===== src/rtl/glitch_pkg.sv =====
// glitch_pkg: shared state encoding and default widths for the glitch pulse generator.
// Rev 1.0
`default_nettype none

package glitch_pkg;

  localparam int unsigned CNT_W_DEF = 16;
  localparam int unsigned NUM_W_DEF = 4;

  typedef enum logic [2:0] {
    ST_IDLE     = 3'd0,
    ST_ARMED    = 3'd1,
    ST_DELAY    = 3'd2,
    ST_PULSE    = 3'd3,
    ST_GAP      = 3'd4,
    ST_FINISHED = 3'd5
  } state_t;

  function automatic logic is_busy_state(input state_t s);
    return (s == ST_DELAY) || (s == ST_PULSE) || (s == ST_GAP);
  endfunction

endpackage

`default_nettype wire


===== src/rtl/cycle_counter.sv =====
// cycle_counter: loadable down-counter that holds at zero; shared by DELAY, PULSE and GAP.
// Rev 1.0
`default_nettype none

module cycle_counter
  import glitch_pkg::*;
#(
  parameter int unsigned CNT_W = CNT_W_DEF
) (
  input  logic             clk,
  input  logic             rst,
  input  logic             load,
  input  logic [CNT_W-1:0] value,
  input  logic             en,
  output logic             zero
);

  logic [CNT_W-1:0] cnt_q;
  logic [CNT_W-1:0] cnt_d;

  always_comb begin
    cnt_d = cnt_q;
    if (load) begin
      cnt_d = value;
    end else if (en && (cnt_q != '0)) begin
      cnt_d = cnt_q - 1'b1;
    end
  end

  always_ff @(posedge clk) begin
    if (!rst) begin
      cnt_q <= '0;
    end else begin
      cnt_q <= cnt_d;
    end
  end

  assign zero = (cnt_q == '0);

endmodule

`default_nettype wire


===== src/rtl/glitch_pulse.sv =====
// glitch_pulse: after arming, waits for a trigger rising edge, delays, then emits
// num pulses of programmable width separated by programmable gaps. Rev 1.0
`default_nettype none

module glitch_pulse
  import glitch_pkg::*;
#(
  parameter int unsigned CNT_W        = CNT_W_DEF,
  parameter int unsigned NUM_W        = NUM_W_DEF,
  parameter bit          ACTIVE_LEVEL = 1'b1
) (
  input  logic             clk,
  input  logic             rst,
  input  logic             arm,
  input  logic             trigger,
  input  logic [CNT_W-1:0] delay,
  input  logic [CNT_W-1:0] width,
  input  logic [CNT_W-1:0] gap,
  input  logic [NUM_W-1:0] num,
  output logic             glitch,
  output logic             busy,
  output logic             done
);

  state_t           state_q, state_d;
  logic             trig_prev_q;
  logic [CNT_W-1:0] delay_sh_q, delay_sh_d;
  logic [CNT_W-1:0] width_sh_q, width_sh_d;
  logic [CNT_W-1:0] gap_sh_q, gap_sh_d;
  logic [NUM_W-1:0] num_q, num_d;
  logic             glitch_q, glitch_d;
  logic             busy_q, busy_d;
  logic             done_q, done_d;

  logic             trig_edge;
  logic [CNT_W-1:0] width_m1;
  logic [CNT_W-1:0] gap_m1;
  logic [NUM_W-1:0] num_dec;
  logic             cnt_load;
  logic [CNT_W-1:0] cnt_value;
  logic             cnt_en;
  logic             cnt_zero;

  // The shared counter runs N-1 down to 0, so a reload of N-1 yields N cycles
  // in the state; width/gap of 0 collapse to a single cycle.
  assign width_m1  = (width_sh_q == '0) ? '0 : width_sh_q - 1'b1;
  assign gap_m1    = (gap_sh_q == '0) ? '0 : gap_sh_q - 1'b1;
  assign num_dec   = (num_q == '0) ? '0 : num_q - 1'b1;
  assign trig_edge = trigger && !trig_prev_q;

  cycle_counter #(
    .CNT_W (CNT_W)
  ) u_cycle_counter (
    .clk   (clk),
    .rst   (rst),
    .load  (cnt_load),
    .value (cnt_value),
    .en    (cnt_en),
    .zero  (cnt_zero)
  );

  always_comb begin
    state_d    = state_q;
    delay_sh_d = delay_sh_q;
    width_sh_d = width_sh_q;
    gap_sh_d   = gap_sh_q;
    num_d      = num_q;
    cnt_load   = 1'b0;
    cnt_value  = '0;
    cnt_en     = 1'b0;

    case (state_q)
      ST_IDLE: begin
        if (arm) begin
          delay_sh_d = delay;
          width_sh_d = width;
          gap_sh_d   = gap;
          num_d      = num;
          state_d    = ST_ARMED;
        end
      end

      ST_ARMED: begin
        // A dropped arm wins over a coincident edge: the output stays quiet.
        if (!arm) begin
          state_d = ST_IDLE;
        end else if (trig_edge) begin
          if (num_q == '0) begin
            state_d = ST_FINISHED;
          end else begin
            state_d   = ST_DELAY;
            cnt_load  = 1'b1;
            cnt_value = delay_sh_q;
          end
        end
      end

      ST_DELAY: begin
        if (cnt_zero) begin
          state_d   = ST_PULSE;
          cnt_load  = 1'b1;
          cnt_value = width_m1;
        end else begin
          cnt_en = 1'b1;
        end
      end

      ST_PULSE: begin
        if (cnt_zero) begin
          num_d = num_dec;
          if (num_dec != '0) begin
            state_d   = ST_GAP;
            cnt_load  = 1'b1;
            cnt_value = gap_m1;
          end else begin
            state_d = ST_FINISHED;
          end
        end else begin
          cnt_en = 1'b1;
        end
      end

      ST_GAP: begin
        if (cnt_zero) begin
          state_d   = ST_PULSE;
          cnt_load  = 1'b1;
          cnt_value = width_m1;
        end else begin
          cnt_en = 1'b1;
        end
      end

      ST_FINISHED: begin
        if (!arm) begin
          state_d = ST_IDLE;
        end
      end

      default: begin
        state_d = ST_IDLE;
      end
    endcase

    // Outputs are decoded from the next state so they change on the same edge
    // as the state register while still coming straight out of flops.
    glitch_d = (state_d == ST_PULSE) ? ACTIVE_LEVEL : !ACTIVE_LEVEL;
    busy_d   = is_busy_state(state_d);
    done_d   = (state_d == ST_FINISHED);
  end

  always_ff @(posedge clk) begin
    if (!rst) begin
      state_q     <= ST_IDLE;
      trig_prev_q <= 1'b0;
      delay_sh_q  <= '0;
      width_sh_q  <= '0;
      gap_sh_q    <= '0;
      num_q       <= '0;
      glitch_q    <= !ACTIVE_LEVEL;
      busy_q      <= 1'b0;
      done_q      <= 1'b0;
    end else begin
      state_q     <= state_d;
      trig_prev_q <= trigger;
      delay_sh_q  <= delay_sh_d;
      width_sh_q  <= width_sh_d;
      gap_sh_q    <= gap_sh_d;
      num_q       <= num_d;
      glitch_q    <= glitch_d;
      busy_q      <= busy_d;
      done_q      <= done_d;
    end
  end

  assign glitch = glitch_q;
  assign busy   = busy_q;
  assign done   = done_q;

endmodule

`default_nettype wire

===== config.mk =====
export PLATFORM = sky130hd
export DESIGN_NAME = glitch_pulse
export DESIGN_NICKNAME = d
export VERILOG_FILES = /design/src/rtl/glitch_pkg.sv /design/src/rtl/cycle_counter.sv /design/src/rtl/glitch_pulse.sv
export SDC_FILE = /design/constraint.sdc
export NUM_CORES = 1
export LEC_CHECK = 0
export CORE_MARGIN = 4
export CORE_UTILIZATION = 42
export DETAILED_ROUTE_END_ITERATION = 6
export MAX_ROUTING_LAYER = met4
export SETUP_SLACK_MARGIN = 0.05
export SYNTH_ARGS = -nofsm -noshare
export SYNTH_HDL_FRONTEND = slang
export SYNTH_HIERARCHICAL = 1
export SYNTH_SLANG_ARGS = --single-unit

===== constraint.sdc =====
create_clock -name clk -period 3.3 [get_ports clk]
set_clock_uncertainty 0.05 [all_clocks]
set_input_delay 0.33 -clock clk [delete_from_list [all_inputs] [get_ports clk]]
set_output_delay 0.33 -clock clk [all_outputs]
set_load 0.05 [all_outputs]

==> summary.md <==
| Metric | Value |
|---|---|
| Status | finished clean |
| Syn Inst Count | 523 |
| Asr flop ratio synth | 0 |
| RSZ-0062 raised after global routing | false |
| Routed WL | 10900 um |
| FF-to-FF path depth | 12 |
| Peak VDD IR | 0.360 mV |
| Starting Density | 0.437 |
| I/O Buffers | 58 |
| Final hold violations | 0 |
| Vias in the first global route | 3645 |
| Final #Nets | 636 |
| Register area | 1500 sq um |
| Worst slack at placement | 0.446 ns |
| Num rows | 35 |
| Vias per cell | 5.44 |
| Num CTS Buffers | 9 |
| Routed Antenna Nets | 0 |
| CP endpoint kind | flip-flop |
| Final TNS setup | 0 ns |
| Post-Syn Nets | 582 |
| Gpl congestion | 0.891 |
| First-pass GRT wire length | 18000 um |
| Worst hold endpoint | delay_sh_q[3]$_SDFFE_PN0P_ |
| Layout fillers | 926 |
| GR Layer Usage met1 | 0.269 |
| Clk buf depth | 2 |
| Grt ovf | 0 |
| Top Usage Layer GRT | met2 |
| Vias after detailed routing | 3860 |
| Top_reg_cell synth | dfxtp_1 |
| Die span in x | 106 um |
| Hold-fix buffers at CTS | 0 |
| Worst-path clk slew | 0.09 ns |
| Avg Synthesized Cell Area | 7.79 sq um |
| Non-filler instance count after layout | 710 |
| Setup WS post-layout | 0.393 ns |
| Synth unique cells | 63 |
| Met2 Use GR | 0.307 |
| DRC Markers | 0 |
| Largest cells by area after synthesis | dfxtp_1 (37%), nand2_1 (11%), a21oi_1 (5.8%) |
| CP max FO | 19 |
| Fin crit share | 0.881 |
| Largest net degree at the start of global routing | 48 |
| Lkg Pwr | 1.84 nW |
| Worst-Skew Late Latency | 0.35 ns |
| H-tree levels | 3 |
| Yosys top cell by area | dfxtp_1 |
| Hpwl dp | 8190 um |
| Starting DRT DRC Count | 212 |
| Hold Crit Class | flip-flop to flip-flop |
| Initial antenna violation count | 0 |
| Post-synth top area share | 0.369 |
| Setup-failing EPs final | 0 |
| IO Pins | 59 |
| Synth Warn # | 6 |
| CP required | 3.52 ns |
| Clk root buf | clkbuf_8 |
| Slew Viols, Final | 0 |
| Mapped cell area | 4070 sq um |
| Multi-input logic area | 2400 sq um |
| Clock sink count | 75 |
| Post-synth EDFFs | 0 |
| Die Ht | 106 um |
| Critical path class | flip-flop to flip-flop |
| DP Cell Count | 695 |
| Routed len/inst | 15.4 um |
| TritonRoute pass-1 iters | 4 |
| CTS resizes | 0 |
| Power Total | 3.15 mW |
| Max Cap Viol | 0 |
| Worst Max-Slew Pin Slew | 0.754 ns |
| Hold Path Origin | delay_sh_q[3]$_SDFFE_PN0P_ |
| Most frequent cells in the layout | nand2_1 (120), dfxtp_1 (75), clkdlybuf4s50_1 (58) |
| Fmax achieved | 344 MHz |
| Final Critical Period | 2.91 ns |
| Total core area | 9330 sq um |
| Reg2reg end | u_cycle_counter/cnt_q[9]$_SDFFE_PN0P_ |
| Commonest non-fill, non-tap cell in the layout | nand2_1 |
| WP data arrival | 3.13 ns |
| Antenna Cells | 0 |
| All-layer global routing usage | 0.202 |
| Area Growth Syn to Fin | 23.3% |
| Die Area | 11300 sq um |
| R2R Setup Slk | 0.39 ns |
| Yosys reg bits | 75 |
| CTS tree | done |
| Ratio of cells with drive above 1 in the final layout | 0.0706 |
| Register area share after synthesis | 0.369 |
| Slew margin rel. | 0.497 |
| Worst hold path cell count | 2 |
| M3 GR Usage | 0.0370 |
| R2R Path Start | u_cycle_counter/cnt_q[0]$_SDFFE_PN0P_ |
| Post-CTS setup buffer count | 0 |
| Pwr dens | 628 nW/um^2 |
| Worst setup SP type | flip-flop |
==> report_power, final <==
group | internal, mW | switching (mW) | leakage [nW]
Sequential | 1.03 | 0.147 | 0.614
Clock | 0.440 | 0.342 | 0.108
Combinational | 0.504 | 0.693 | 1.12
Total | 1.97 | 1.18 | 1.84
==> cells in the mapped netlist, types with 3 or more instances <==
cell / n
a21boi_0: 26
a21oi_1: 47
a2bb2oi_1: 3
and2_1: 4
clkbuf_1: 26
dfxtp_1: 75
ha_1: 3
inv_1: 16
nand2_1: 120
nand2b_1: 5
nand3_1: 7
nand4_1: 3
nor2_1: 22
nor2b_1: 10
nor3_1: 16
nor3b_1: 6
nor4_1: 10
o21ai_0: 26
o221ai_1: 6
o41ai_1: 3
or3_1: 5
xnor2_1: 24
xor2_1: 7
==> critical path, stage by stage, from the launching register on <==
cell and delay, ns:
dfxtp_1 0.37, inv_1 0.06, ha_1 0.24, nor3b_1 0.15, and4bb_1 0.22, nor2b_1 0.16, and2_1 0.20, buf_4 0.15
or3_1 0.44, inv_1 0.27, buf_4 0.27, nand2_1 0.07, o22ai_1 0.16
==> state kept, by name (all words and copies together), names as in the netlist <==
| register | cells |
|---|---|
| gap_sh_q | 16 |
| delay_sh_q | 16 |
| glitch | 1 |
| busy | 1 |
| done | 1 |
| u_cycle_counter/cnt_q | 16 |
| trig_prev_q | 1 |
| state_q | 3 |
| num_q | 4 |
| width_sh_q | 16 |
==> cell type report <==
class	instances	area share
tap	129	0.0321
clock inverter	5	0.0154
multi-input combinational	404	0.479
timing repair buffer	71	0.135
clock buffer	10	0.0274
sequential	75	0.299
inverter	16	0.0120
==> metal layers <==
| metal | vias to the layer above | wire [um] |
|---|---|---|
| met5 | - | 0 |
| met4 | 0 | 231 |
| met3 | 20 | 473 |
| met2 | 91 | 4930 |
| met1 | 1802 | 5310 |
| li1 | 1947 | - |
==> worst max path at each step <==
stage | start | to | slack, ns | cells past startpoint
6_report | u_cycle_counter/cnt_q[0]$_SDFFE_PN0P_ | u_cycle_counter/cnt_q[9]$_SDFFE_PN0P_ | 0.39 | 12
5_1_grt | u_cycle_counter/cnt_q[0]$_SDFFE_PN0P_ | u_cycle_counter/cnt_q[14]$_SDFFE_PN0P_ | 0.20 | 12
4_1_cts | u_cycle_counter/cnt_q[0]$_SDFFE_PN0P_ | u_cycle_counter/cnt_q[12]$_SDFFE_PN0P_ | 0.43 | 12
3_5_place_dp | u_cycle_counter/cnt_q[0]$_SDFFE_PN0P_ | u_cycle_counter/cnt_q[9]$_SDFFE_PN0P_ | 0.45 | 12
3_3_place_gp | u_cycle_counter/cnt_q[0]$_SDFFE_PN0P_ | u_cycle_counter/cnt_q[12]$_SDFFE_PN0P_ | 0.50 | 12
2_1_floorplan | u_cycle_counter/cnt_q[0]$_SDFFE_PN0P_ | u_cycle_counter/cnt_q[10]$_SDFFE_PN0P_ | 0.59 | 12
==> through the flow <==
step / hold WS, ns / utilization / instance area (sq um)
CTS: 0.422 / 0.538 / 5020
finish: 0.419 / 0.538 / 5020
detailed placement: 0.409 / 0.515 / 4810
global route: 0.441 / 0.538 / 5020
floorplan: 0.387 / - / 4070
global placement: 0.404 / 0.515 / 4810
==> cells by family after synthesis <==
group / after synthesis / share of synthesized area
and+or+nand+nor: 227 / 0.274
AOI/OAI and AO/OA: 141 / 0.233
DFF: 75 / 0.369
buffers and inverters: 44 / 0.0442
xor gates and xnor gates: 31 / 0.0667
adders and majority gates: 3 / 0.00922
muxes: 2 / 0.00492
Note: power is estimated with default switching activity, not from simulation.
